==> config.mk <==
export PLATFORM = sky130hd
export DESIGN_NAME = register_file
export DESIGN_NICKNAME = d
export VERILOG_FILES = /design/src/rtl/register_file_pkg.sv /design/src/rtl/register_file.sv
export SDC_FILE = /design/constraint.sdc
export NUM_CORES = 1
export LEC_CHECK = 0
export CORE_MARGIN = 2
export CORE_UTILIZATION = 25
export DETAILED_ROUTE_END_ITERATION = 10
export PLACE_DENSITY = 0.51
export SLEW_MARGIN = 25
export SYNTH_ARGS = -nofsm -noshare
export SYNTH_HDL_FRONTEND = slang
export SYNTH_SLANG_ARGS = --single-unit
==> constraint.sdc <==
create_clock -name CLK -period 3.65 [get_ports CLK]
set_clock_uncertainty 0.05 [all_clocks]
set_input_delay 1.095 -clock CLK [delete_from_list [all_inputs] [get_ports CLK]]
set_output_delay 1.095 -clock CLK [all_outputs]
set_load 0.05 [all_outputs]
==> src/rtl/register_file_pkg.sv <==
// ----------------------------------------------------------------------------
// register_file_pkg
//   Shared NoC constants so the flit input queue and its storage array agree
//   on the default geometry.
//     FLIT_WIDTH       : flit payload width in bits (12)
//     QUEUE_ADDR_WIDTH : input-queue pointer width (3 -> 8 entries)
// ----------------------------------------------------------------------------
package register_file_pkg;

    localparam int FLIT_WIDTH       = 12;
    localparam int QUEUE_ADDR_WIDTH = 3;

endpackage : register_file_pkg

==> src/rtl/register_file.sv <==
// ----------------------------------------------------------------------------
// register_file
//   Single-write-port, single-read-port register array of 2^addr_width words
//   of data_width bits. Used as the storage behind the flit input queue:
//   enqueue writes at the tail pointer, dequeue reads at the head pointer.
//
//   Writes are synchronous on CLK; reads are asynchronous (D_OUT is always
//   mem[ADDR_OUT], no read enable, no output register, no write bypass).
//   A write in a cycle with RST_N=0 is always discarded.
//
//   Configuration macro:
//     REGISTER_FILE_RESET_CLEAR_EN
//       defined   : every rising CLK edge with RST_N=0 clears all entries.
//       undefined : the array ignores reset (contents persist) and stays
//                   inferable as distributed RAM.
//
//   Ports:
//     CLK       in   1           clock, rising edge
//     RST_N     in   1           synchronous, active-low reset
//     ADDR_IN   in   addr_width  write address
//     ADDR_OUT  in   addr_width  read address
//     D_IN      in   data_width  write data
//     WE        in   1           write enable, active-high
//     D_OUT     out  data_width  read data = mem[ADDR_OUT]
// ----------------------------------------------------------------------------
module register_file
    import register_file_pkg::*;
#(
    parameter int data_width = FLIT_WIDTH,
    parameter int addr_width = QUEUE_ADDR_WIDTH
) (
    input  logic                  CLK,
    input  logic                  RST_N,
    input  logic [addr_width-1:0] ADDR_IN,
    input  logic [addr_width-1:0] ADDR_OUT,
    input  logic [data_width-1:0] D_IN,
    input  logic                  WE,
    output logic [data_width-1:0] D_OUT
);

    localparam int DEPTH = 1 << addr_width;

    logic [data_width-1:0] mem_q [DEPTH];

    // Reset wins over WE in both builds; only the clear-enabled build
    // actually touches the contents while in reset.
    always_ff @(posedge CLK) begin
        if (!RST_N) begin
`ifdef REGISTER_FILE_RESET_CLEAR_EN
            for (int i = 0; i < DEPTH; i++) begin
                mem_q[i] <= '0;
            end
`endif
        end else if (WE) begin
            mem_q[ADDR_IN] <= D_IN;
        end
    end

    // Full decode: every address is a real entry, so no range check.
    assign D_OUT = mem_q[ADDR_OUT];

endmodule : register_file

# After elaboration in Yosys (flattened, before gate mapping)
# Memories as Yosys holds them, arrays and structs flattened.
# Cells that the tools add are included.
# word_totals
reg_bits	0
ram_bits	96
inputBits	21
output_inout_bits	12
elab_cells	4
memories	1
# mem_list
name	depth	word_bits	rd	rd_clocked_by_memory_dff	write_ports	line	rtl
mem_q	8	12	1	0	1	register_file.sv:43	logic [data_width-1:0] mem_q [DEPTH];
# classes
mux	3
# op_table
cell	count
$mux W1	3

# Depth between registers and ports, before layout
# logic_depth
depth_word	3
ltp_mapped	4
depth_no_buf	2

# Worst setup path after synthesis
# Ideal clock, no wire load.
# synth_timing
kind	input to output
start	input port ADDR_OUT[0]
end	output port D_OUT[10]
arrival_ns	2.271
required_time_ns	2.505
slack_ns	0.234
path_stages	4
path_buffers	2
cell_sequence	buf_6 buf_6 mux4_1 mux2_2
# synth_via
elab_chain_cells	1
# synth_lines
element	line	rtl
start, declared	register_file.sv:35	input logic [addr_width-1:0] ADDR_OUT,
$mem_v2 Z8 W12	--	
end, declared	register_file.sv:38	output logic [data_width-1:0] D_OUT
# Every way passes these cells.

# Worst setup path after layout
# layout_timing
start	input port ADDR_OUT[2]
end	output port D_OUT[1]
# Same word-level chain as after synthesis.

==> reports/results.md <==
## Outcome
• run status: complete, no violations

## Global route
• pin count of the biggest net entering global routing: 15
• Total GRT Usage: 9.71%
• wire length of the first global-routing pass: 11,100 um
• antenna violations before repair: 1
• total grt overflow: 0
• vias in the first global route: 1,835

## Yosys
• Syn Inst Count: 152
• adder and majority cell fraction of the synthesized area: 0%
• Post-Syn Nets: 173
• Yosys top cell area share: 76.9%
• Netlist cell types: 13
• post-synthesis register bit count: 96
• mux share of post-synthesis cell area: 20.1%
• simple-gate share of the synthesized area: 1.63%
• top area cells in the synthesized netlist: sky130_fd_sc_hd__edfxtp_1 77%, sky130_fd_sc_hd__mux4_1 15%, sky130_fd_sc_hd__mux2_2 3.6%
• Compound-Gate Fraction of Synth Area: 0%
• library cell occupying the most area in the post-synthesis netlist: sky130_fd_sc_hd__edfxtp_1
• Warnings, synthesis: 0
• syn_area_per_cell: 24.7 um^2
• register area share after synthesis: 76.9%
• Post-Synthesis Cell Area: 0.00375 mm^2
• xor-xnor portion of the synthesized cell area: 0%
• dominant combinational cell family by area after synthesis: multiplexers

## Floorplan
• horizontal extent of the die: 126 um
• core area: 0.0146 mm^2
• overall die area: 0.0160 mm^2
• top-level I/O count: 33
• Initial Util: 25.7%
• number of rows in the core area: 44
• die height: 126 um

## Finish
• layout cell share with drive strength beyond 1: 27.4%
• number of non-filler instances in the completed layout: 392
• number of diodes added for antenna fixing: 0
• Area Growth Syn to Fin: 26.5%
• Sequential cell area: 0.00288 mm^2
• total area of multi-input combinational cells: 826 um^2
• top register by number of flip-flops: mem_q
• number of flip-flops in the largest register: 96
• biggest regs: mem_q x96
• final net count: 224
• number of fill cells: 1,355

## STA
• Final Hold Violating Endpoints: 0
• count of pins over their slew limit: 0
• fmax: 0.278 GHz
• Setup TNS Final: 0 ns
• final setup vio count: 0
• Worst Setup Slack, final: 0.0585 ns
• Max-slew headroom: 79.9%
• RSZ-0062 raised after global routing: false
• Worst Max-Slew Pin Slew: 0.301 ns
• final cycle utilization of the critical path: 98.4%
• final period demand of the worst path: 3.59 ns

## Clock tree
• number of buffers added by the clock tree synthesis step: 9
• maximum buffer depth of the clock tree: 2
• buffers inserted by post-CTS timing repair: 0
• H-tree Lvls: 3
• post-cts hold buffer count: 0
• post-CTS clock slew at the launch and capture registers of the worst setup and hold paths: 0.06 ns
• CTS sink cnt: 96
• Root Buffer: sky130_fd_sc_hd__clkbuf_16
• TritonCTS clock tree: built

## Hold path
• critical hold path startpoint: D_IN[9]
• end of the worst hold path: mem_q[1][9]
• worst hold stages: 1
• worst hold path type: in2reg

## Power and ir drop
• power per standard cell area: 478 mW/mm^2
• maximum vdd ir drop: 205 uV
• Lkg Pwr: 1.57 nW

## Detailed routing
• number of nets with antenna violations after routing: 0
• detailed route wirelength on metal2: 3590 um
• DRC viols: 0
• met1 wire length: 3440 um
• total length of routed met3 wires: 244 um
• total wire length: 7430 um
• top routing layer used: met5
• detail-routed net length per standard cell: 19.0 um
• via density per instance: 4.39
• overall via count from detail_route: 1,721
• detailed-routing iteration count for the pre-antenna-repair pass: 4
• initial drt markers: 126

## Placed design
• Final GP Congestion: 0.627
• number of instances in the placed design: 372
• pre-CTS WS: -0.440 ns
• half-perimeter wire length after placement: 4000 um
• I/O Buffers: 32

## Setup path
• kind of end point of the critical path: output port
• data arrival time of the worst path: 2.45 ns
• critical path fanouts, max: 12
• Crit Path Category: in2out
• worst endpoint required time: 2.50 ns
• nature of the critical path startpoint: primary input

## Flow run
• max capacitance violation total: 0

[report_power, final]
group,switching [mW],leakage [nW],internal [mW],total [mW]
Clock,0.359,0.124,0.457,0.817
Sequential,0.00356,0.867,1.24,1.24
Combinational,0.111,0.582,0.0984,0.210
Total,0.475,1.57,1.79,2.27
[cells in the mapped netlist]
cell and instances:
sky130_fd_sc_hd__edfxtp_1 96, sky130_fd_sc_hd__mux4_1 21, sky130_fd_sc_hd__mux2_2 12, sky130_fd_sc_hd__nor2_1 6, sky130_fd_sc_hd__buf_6 3, sky130_fd_sc_hd__mux4_2 3
sky130_fd_sc_hd__buf_2 2, sky130_fd_sc_hd__clkbuf_1 2, sky130_fd_sc_hd__nand2b_1 2, sky130_fd_sc_hd__nor3_1 2, sky130_fd_sc_hd__nand2_1 1, sky130_fd_sc_hd__nand3_1 1
sky130_fd_sc_hd__nand3b_1 1
[cell families after synthesis]
kind of cell / Yosys count
flops: 96
mux: 36
simple gates: 13
buf+inv: 7
[what timing repair did]
item | CTS | global route
cloned | 3 | 1
hold endpoints to repair | 0 | 0
gates resized for setup | 16 | 1
endpoints found under the setup margin | 12 | 2
[cells in the final DEF, fill, tap and decap left out, types with 3 or more instances in the layout]
cell type,instances
sky130_fd_sc_hd__buf_12,3
sky130_fd_sc_hd__buf_4,14
sky130_fd_sc_hd__buf_6,7
sky130_fd_sc_hd__clkbuf_1,3
sky130_fd_sc_hd__clkbuf_16,10
sky130_fd_sc_hd__clkdlybuf4s50_1,18
sky130_fd_sc_hd__edfxtp_1,96
sky130_fd_sc_hd__mux2_2,12
sky130_fd_sc_hd__mux4_1,21
sky130_fd_sc_hd__mux4_2,3
sky130_fd_sc_hd__nor2_1,6
[how the worst max path moves through the flow]
stage                     start         to  slack (ns)  cells past startpoint
floorplan           ADDR_OUT[0]  D_OUT[10]        0.23                      4
global placement    ADDR_OUT[0]   D_OUT[5]       -0.43                      5
detailed placement  ADDR_OUT[0]   D_OUT[7]       -0.44                      5
CTS                 ADDR_OUT[0]   D_OUT[1]        0.02                      5
global route        ADDR_OUT[2]   D_OUT[8]       0.001                      5
finish              ADDR_OUT[2]   D_OUT[1]        0.06                      5
[critical path, cell delays in order]
cell and delay (ns):
sky130_fd_sc_hd__clkdlybuf4s15_1 0.27, sky130_fd_sc_hd__bufbuf_16 0.33, sky130_fd_sc_hd__mux4_1 0.28, sky130_fd_sc_hd__mux2_2 0.28, sky130_fd_sc_hd__buf_4 0.19
[per-layer routing]
layer / global-route usage, % / up-vias
li1: - / 767
met2: 15.5 / 28
met1: 12.6 / 911
met3: 2.19 / 13
met4: 4.46 / 2
met5: 0 / -
[layout make-up]
cell class	count	share of cell area [%]
clock inverters	4	0.448
multi-input cells	49	17.4
repair buffers	47	11.5
well taps	184	4.85
flip-flops and latches	96	60.8
clock buffers	12	4.99
[metrics by stage]
stage / total power [mW] / util [%] / hold slack [ns] / instance area (um^2)
after global placement: 1.45 / 29.8 / 1.78 / 4350
after global routing: 2.34 / 32.5 / 1.46 / 4740
after floorplan: 1.37 / - / 1.14 / 3750
after detailed placement: 1.45 / 29.8 / 1.81 / 4350
after CTS: 2.29 / 32.3 / 1.45 / 4710
final: 2.27 / 32.5 / 1.45 / 4740
Power figures use the tool's default switching activity.
==> edit 1, RTL diff (same settings) <==
Set the package constant `QUEUE_ADDR_WIDTH` to 2 (it was 3). Comments in the files are not updated.
--- a/src/rtl/register_file_pkg.sv
+++ b/src/rtl/register_file_pkg.sv
@@ -8,7 +8,7 @@
 package register_file_pkg;
 
     localparam int FLIT_WIDTH       = 12;
-    localparam int QUEUE_ADDR_WIDTH = 3;
+    localparam int QUEUE_ADDR_WIDTH = 2;
 
 endpackage : register_file_pkg
 
Ports: changed (resized ADDR_IN and ADDR_OUT); port bits go from 33 to 31. The function was not compared with the original's and may differ.
==> edit 1 against the original RTL <==
  * Worst setup slack better by 0.17 ns
  * Cell area down 51%
  * Sequential cell count down 48
  * Clock power down 57%
  * Wire length down 57%
  * Power down 51%
  * Via count down 52%
  * Cell count down 48%
  * Synthesized area down 53%
  * Maximum frequency up 5.1%
  * Highest routed layer is now met4
==> edit 1: results (changes against the original RTL) <==
Detailed routing
Routed signal wires occupy layers up through met4. The met3 wirelength from detailed routing was 248 um (+1.6%). The detailed-route wire length per cell was 15.6 um (-18%).

The number of vias per cell after detailed routing was 4.09 (-6.8%). The initial detailed-routing violation count is 25 (-80%). The routed length on met1 came to 1250 um (-64%). The total via count in the routed design is 831 (-52%). The total met2 wirelength after detailed routing was 1640 um (-54%).

Worst setup path
The arrival time at the worst endpoint was 2.27 ns (-0.18 ns). The maximum net fanout on the critical path is 7 (-5).

Placement
The quantity of I/O buffers inserted on ports was 30 (-6.3%). The routability congestion estimate from global placement was 0.658 (+5.1%). The number of placed instances with taps included is 195 (-48%). The final HPWL from detailed placement was 2200 um (-45%).

Clock tree
The cell sitting at the root of the clock tree is a clkbuf_8. The clock buffer count from CTS is 5 (-4). The post-cts gate resize count is 7 (-9).

GRT
The via count of the first global-routing pass is 929 (-49%). The initial antenna violation count is 0 (-1). The first-pass GRT wire length is 4800 um (-57%).

The overall routing resource usage was 0.0870 (-0.0101).

Outcome
The run finished with clean final reports.

Yosys
After synthesis, the cell types taking the most area are edfxtp_1 (81%), mux4_2 (13%), mux4_1 (3.0%), and4b_1 (1.1%), buf_6 (0.63%). After synthesis, the most frequently instantiated cells are edfxtp_1 (48), mux4_2 (10), and4b_1 (2), mux4_1 (2). The synthesized instance count came to 66 (-57%). The share of the yosys chip area belonging to registers came to 0.812 (+0.0436). The count of flip-flops with a built-in enable after synthesis is 48 (-50%). The post-synthesis cell type count is 8 (-5). The synthesized netlist net count was 85 (-51%).

Power and ir drop
The leakage power summed over all cells is 0.000749 uW (-52%). The proportion of total power due to net switching was 0.206 (-0.00331). The maximum resistive drop on vdd is 0.195 mV (-4.8%).

Worst hold path
The worst hold path stage count came to 1 (unchanged).

Timing
The transition at the pin with the smallest max-transition slack was 0.662 ns (+0.361 ns). The hold slack was 1.38 ns (-0.0644 ns).

Final layout
In the final layout, the registers with the most flip-flops are mem_q (48). The share of cells above drive strength 1 is 0.327 (+0.0531). The number of nets in the layout is 125 (-44%). The number of fill cells came to 660 (-51%).
## edit 1: stage by stage
stage | instance area (sq um) | setup WS (ns)
2_1_floorplan | 1770 | 0.594
3_3_place_gp | 2190 | -0.0419
3_5_place_dp | 2190 | -0.0595
4_1_cts | 2310 | 0.228
5_1_grt | 2310 | 0.202
6_report | 2310 | 0.233
## edit 1: critical path, stage by stage
cell,delay (ns)
clkdlybuf4s50_1,0.48
buf_4,0.18
mux4_2,0.31
buf_4,0.21
## edit 1: per-layer routing
metal / GRT usage / vias to the layer above
met5: 0 / -
met4: 0.0248 / 0
met3: 0.0420 / 2
met2: 0.148 / 31
met1: 0.0982 / 428
li1: - / 370
## edit 1: power groups by stage
stage,logic [uW],clock network (uW),registers (uW)
floorplan,69.2,0,639
global placement,120,0,640
detailed placement,122,0,641
CTS,126,365,629
global route,130,384,630
finish,123,354,628
## edit 1: cell families after synthesis
kind of cell,share of synthesized area
muxes,0.157
DFF,0.812
buffers and inverters,0.00916
and+or+nand+nor,0.0219
## edit 1: final timing paths
check / from / to
max: ADDR_OUT[1] / D_OUT[9]
min: D_IN[3] / mem_q[3][3]
## edit 1: area by class of cell
| cell class | count | area, sq um | area share |
|---|---|---|---|
| clock buffers | 5 | 68.8 | 0.0298 |
| repair buffers | 35 | 325 | 0.141 |
| clock inverters | 3 | 37.5 | 0.0162 |
| multi-input cells | 16 | 319 | 0.138 |
| flip-flops and latches | 48 | 1440 | 0.623 |
| well taps | 96 | 120 | 0.0519 |
==> edit 2, RTL diff (same flow settings) <==
Made on the original files. Add an input register stage for `ADDR_IN`, `ADDR_OUT`, `D_IN` and `WE`, without a reset; this delays them by one clock.
--- a/src/rtl/register_file.sv
+++ b/src/rtl/register_file.sv
@@ -40,6 +40,18 @@
 
     localparam int DEPTH = 1 << addr_width;
 
+    logic [addr_width-1:0] ADDR_IN_q;
+    logic [addr_width-1:0] ADDR_OUT_q;
+    logic [data_width-1:0] D_IN_q;
+    logic WE_q;
+
+    always_ff @(posedge CLK) begin
+        ADDR_IN_q  <= ADDR_IN;
+        ADDR_OUT_q <= ADDR_OUT;
+        D_IN_q     <= D_IN;
+        WE_q       <= WE;
+    end
+
     logic [data_width-1:0] mem_q [DEPTH];
 
     // Reset wins over WE in both builds; only the clear-enabled build
@@ -51,13 +63,13 @@
                 mem_q[i] <= '0;
             end
 `endif
-        end else if (WE) begin
-            mem_q[ADDR_IN] <= D_IN;
+        end else if (WE_q) begin
+            mem_q[ADDR_IN_q] <= D_IN_q;
         end
     end
 
     // Full decode: every address is a real entry, so no range check.
-    assign D_OUT = mem_q[ADDR_OUT];
+    assign D_OUT = mem_q[ADDR_OUT_q];
 
 endmodule : register_file
 
Check against the original RTL: not equivalent (a bounded check fails within 4 cycles, from zero or initial values).
==> edit 2 against the original RTL <==
  * Count of clock-buffer cells in the layout up 15
  * Cell area up 11%
  * Worst setup slack better by 0.23 ns
  * Wire length up 0.63%
  * Worst hold slack worse by 0.94 ns
  * Synthesized cell count up 13%
  * Critical path type is now reg -> out
  * Power up 37%
  * Critical endpoint is now D_OUT[3]
  * Sequential cell count up 19
  * Critical path depth down 1
  * Synthesized area up 10%
  * Largest power group is now the clock network
==> edit 2: results (changes against the original RTL) <==
Outcome
The flow ran to the end, and the final reports show no timing, DRC or antenna violations.

Timing
The worst-case headroom to the max-slew limit came to 0.712 (-0.0867). The share of the clock period used by the worst path after layout is 0.921 (-0.0629).

Power and ir drop
The power consumed by combinational cells was 147 uW (-30%). The maximum resistive drop on vdd was 0.320 mV (+56%). The net switching power of the design is 615 uW (+30%). The power attributed to sequential cells is 1460 uW (+18%).

Detailed routing
The routed length on met1 is 3370 um (-2.0%). The detailed-route wire length per cell is 16.4 um (-13%). The total met2 wirelength after detailed routing is 3740 um (+4.1%). The met3 wirelength from detailed routing is 209 um (-14%). The total via count in the routed design is 1849 (+7.4%).

GRT
The global routing met1 resource utilization is 0.112 (-0.0146). The global-route met2 utilization came to 0.144 (-0.0112). The via count of the first global-routing pass is 2045 (+11%). The met3 capacity usage during global routing is 0.0314 (+0.00949). The first-pass GRT wire length is 11600 um (+4.6%). The initial antenna violation count is 0 (-1).

Final layout
The sequential cell area in the final layout is 0.00326 sq mm (+13%). The number of fill cells is 1563 (+15%). The proportion of final cell area spent on non-clock buffers is 0.0706 (-0.0447). The share of cells above drive strength 1 came to 0.280 (+0.00630). The buffer count excluding the clock tree in the final layout is 43 (-8.5%). The number of nets in the layout is 247 (+10%). The final-layout clock buffer total is 27 (+15).

Placement
The routability congestion estimate from global placement is 0.642 (+2.4%). The final HPWL from detailed placement is 4220 um (+5.6%). The number of placed instances with taps included was 423 (+14%). The worst setup timing slack at the placement stage is 0.660 ns (+1.10 ns).

Yosys
The post-synthesis cell type count was 14 (+1). The synthesized netlist net count is 192 (+11%). Sorting the synthesized cells by how often they occur yields edfxtp_1 (96), mux4_1 (21), dfxtp_1 (19), mux2_2 (12), nor2_1 (6). The synthesized instance count is 171 (+13%). Yosys attributes the largest share of cell area to edfxtp_1 (70%), mux4_1 (13%), dfxtp_1 (9.2%), mux2_2 (3.3%), mux4_2 (1.6%). The share of the yosys chip area belonging to registers is 0.790 (+0.0213).

Worst setup path
The cell class contributing the biggest share of worst-path delay is multiplexers.

Clock tree
The post-cts gate resize count is 0 (-16).
[edit 2: changes by cell type after synthesis, sizes merged]
| cell | before | now |
|---|---|---|
| dfxtp | 0 | 19 |
[edit 2: cell families (layout without fill, tap and decap cells)]
| group | count (synthesis) | in the layout | synth area share |
|---|---|---|---|
| DFF | 115 | 115 | 0.790 |
| and+or+nand+nor | 13 | 13 | 0.0148 |
| muxes | 36 | 36 | 0.183 |
| buffers and inverters | 7 | 75 | 0.0124 |
[edit 2: stage by stage]
stage | hold WS (ns) | power, uW | instance area, sq um
global route | 0.530 | 3200 | 5280
global placement | 0.492 | 1630 | 4730
CTS | 0.506 | 3130 | 5280
finish | 0.501 | 3090 | 5280
floorplan | 0.457 | 1570 | 4130
detailed placement | 0.499 | 1630 | 4730
[edit 2: final timing paths]
check / cells past startpoint / end / startpoint
min: 0 / mem_q[3][6] / D_IN_q[6]
max: 4 / D_OUT[3] / register
max reg2reg: 3 / mem_q[0][10] / ADDR_IN_q[2]
min reg2reg: 0 / mem_q[3][6] / D_IN_q[6]
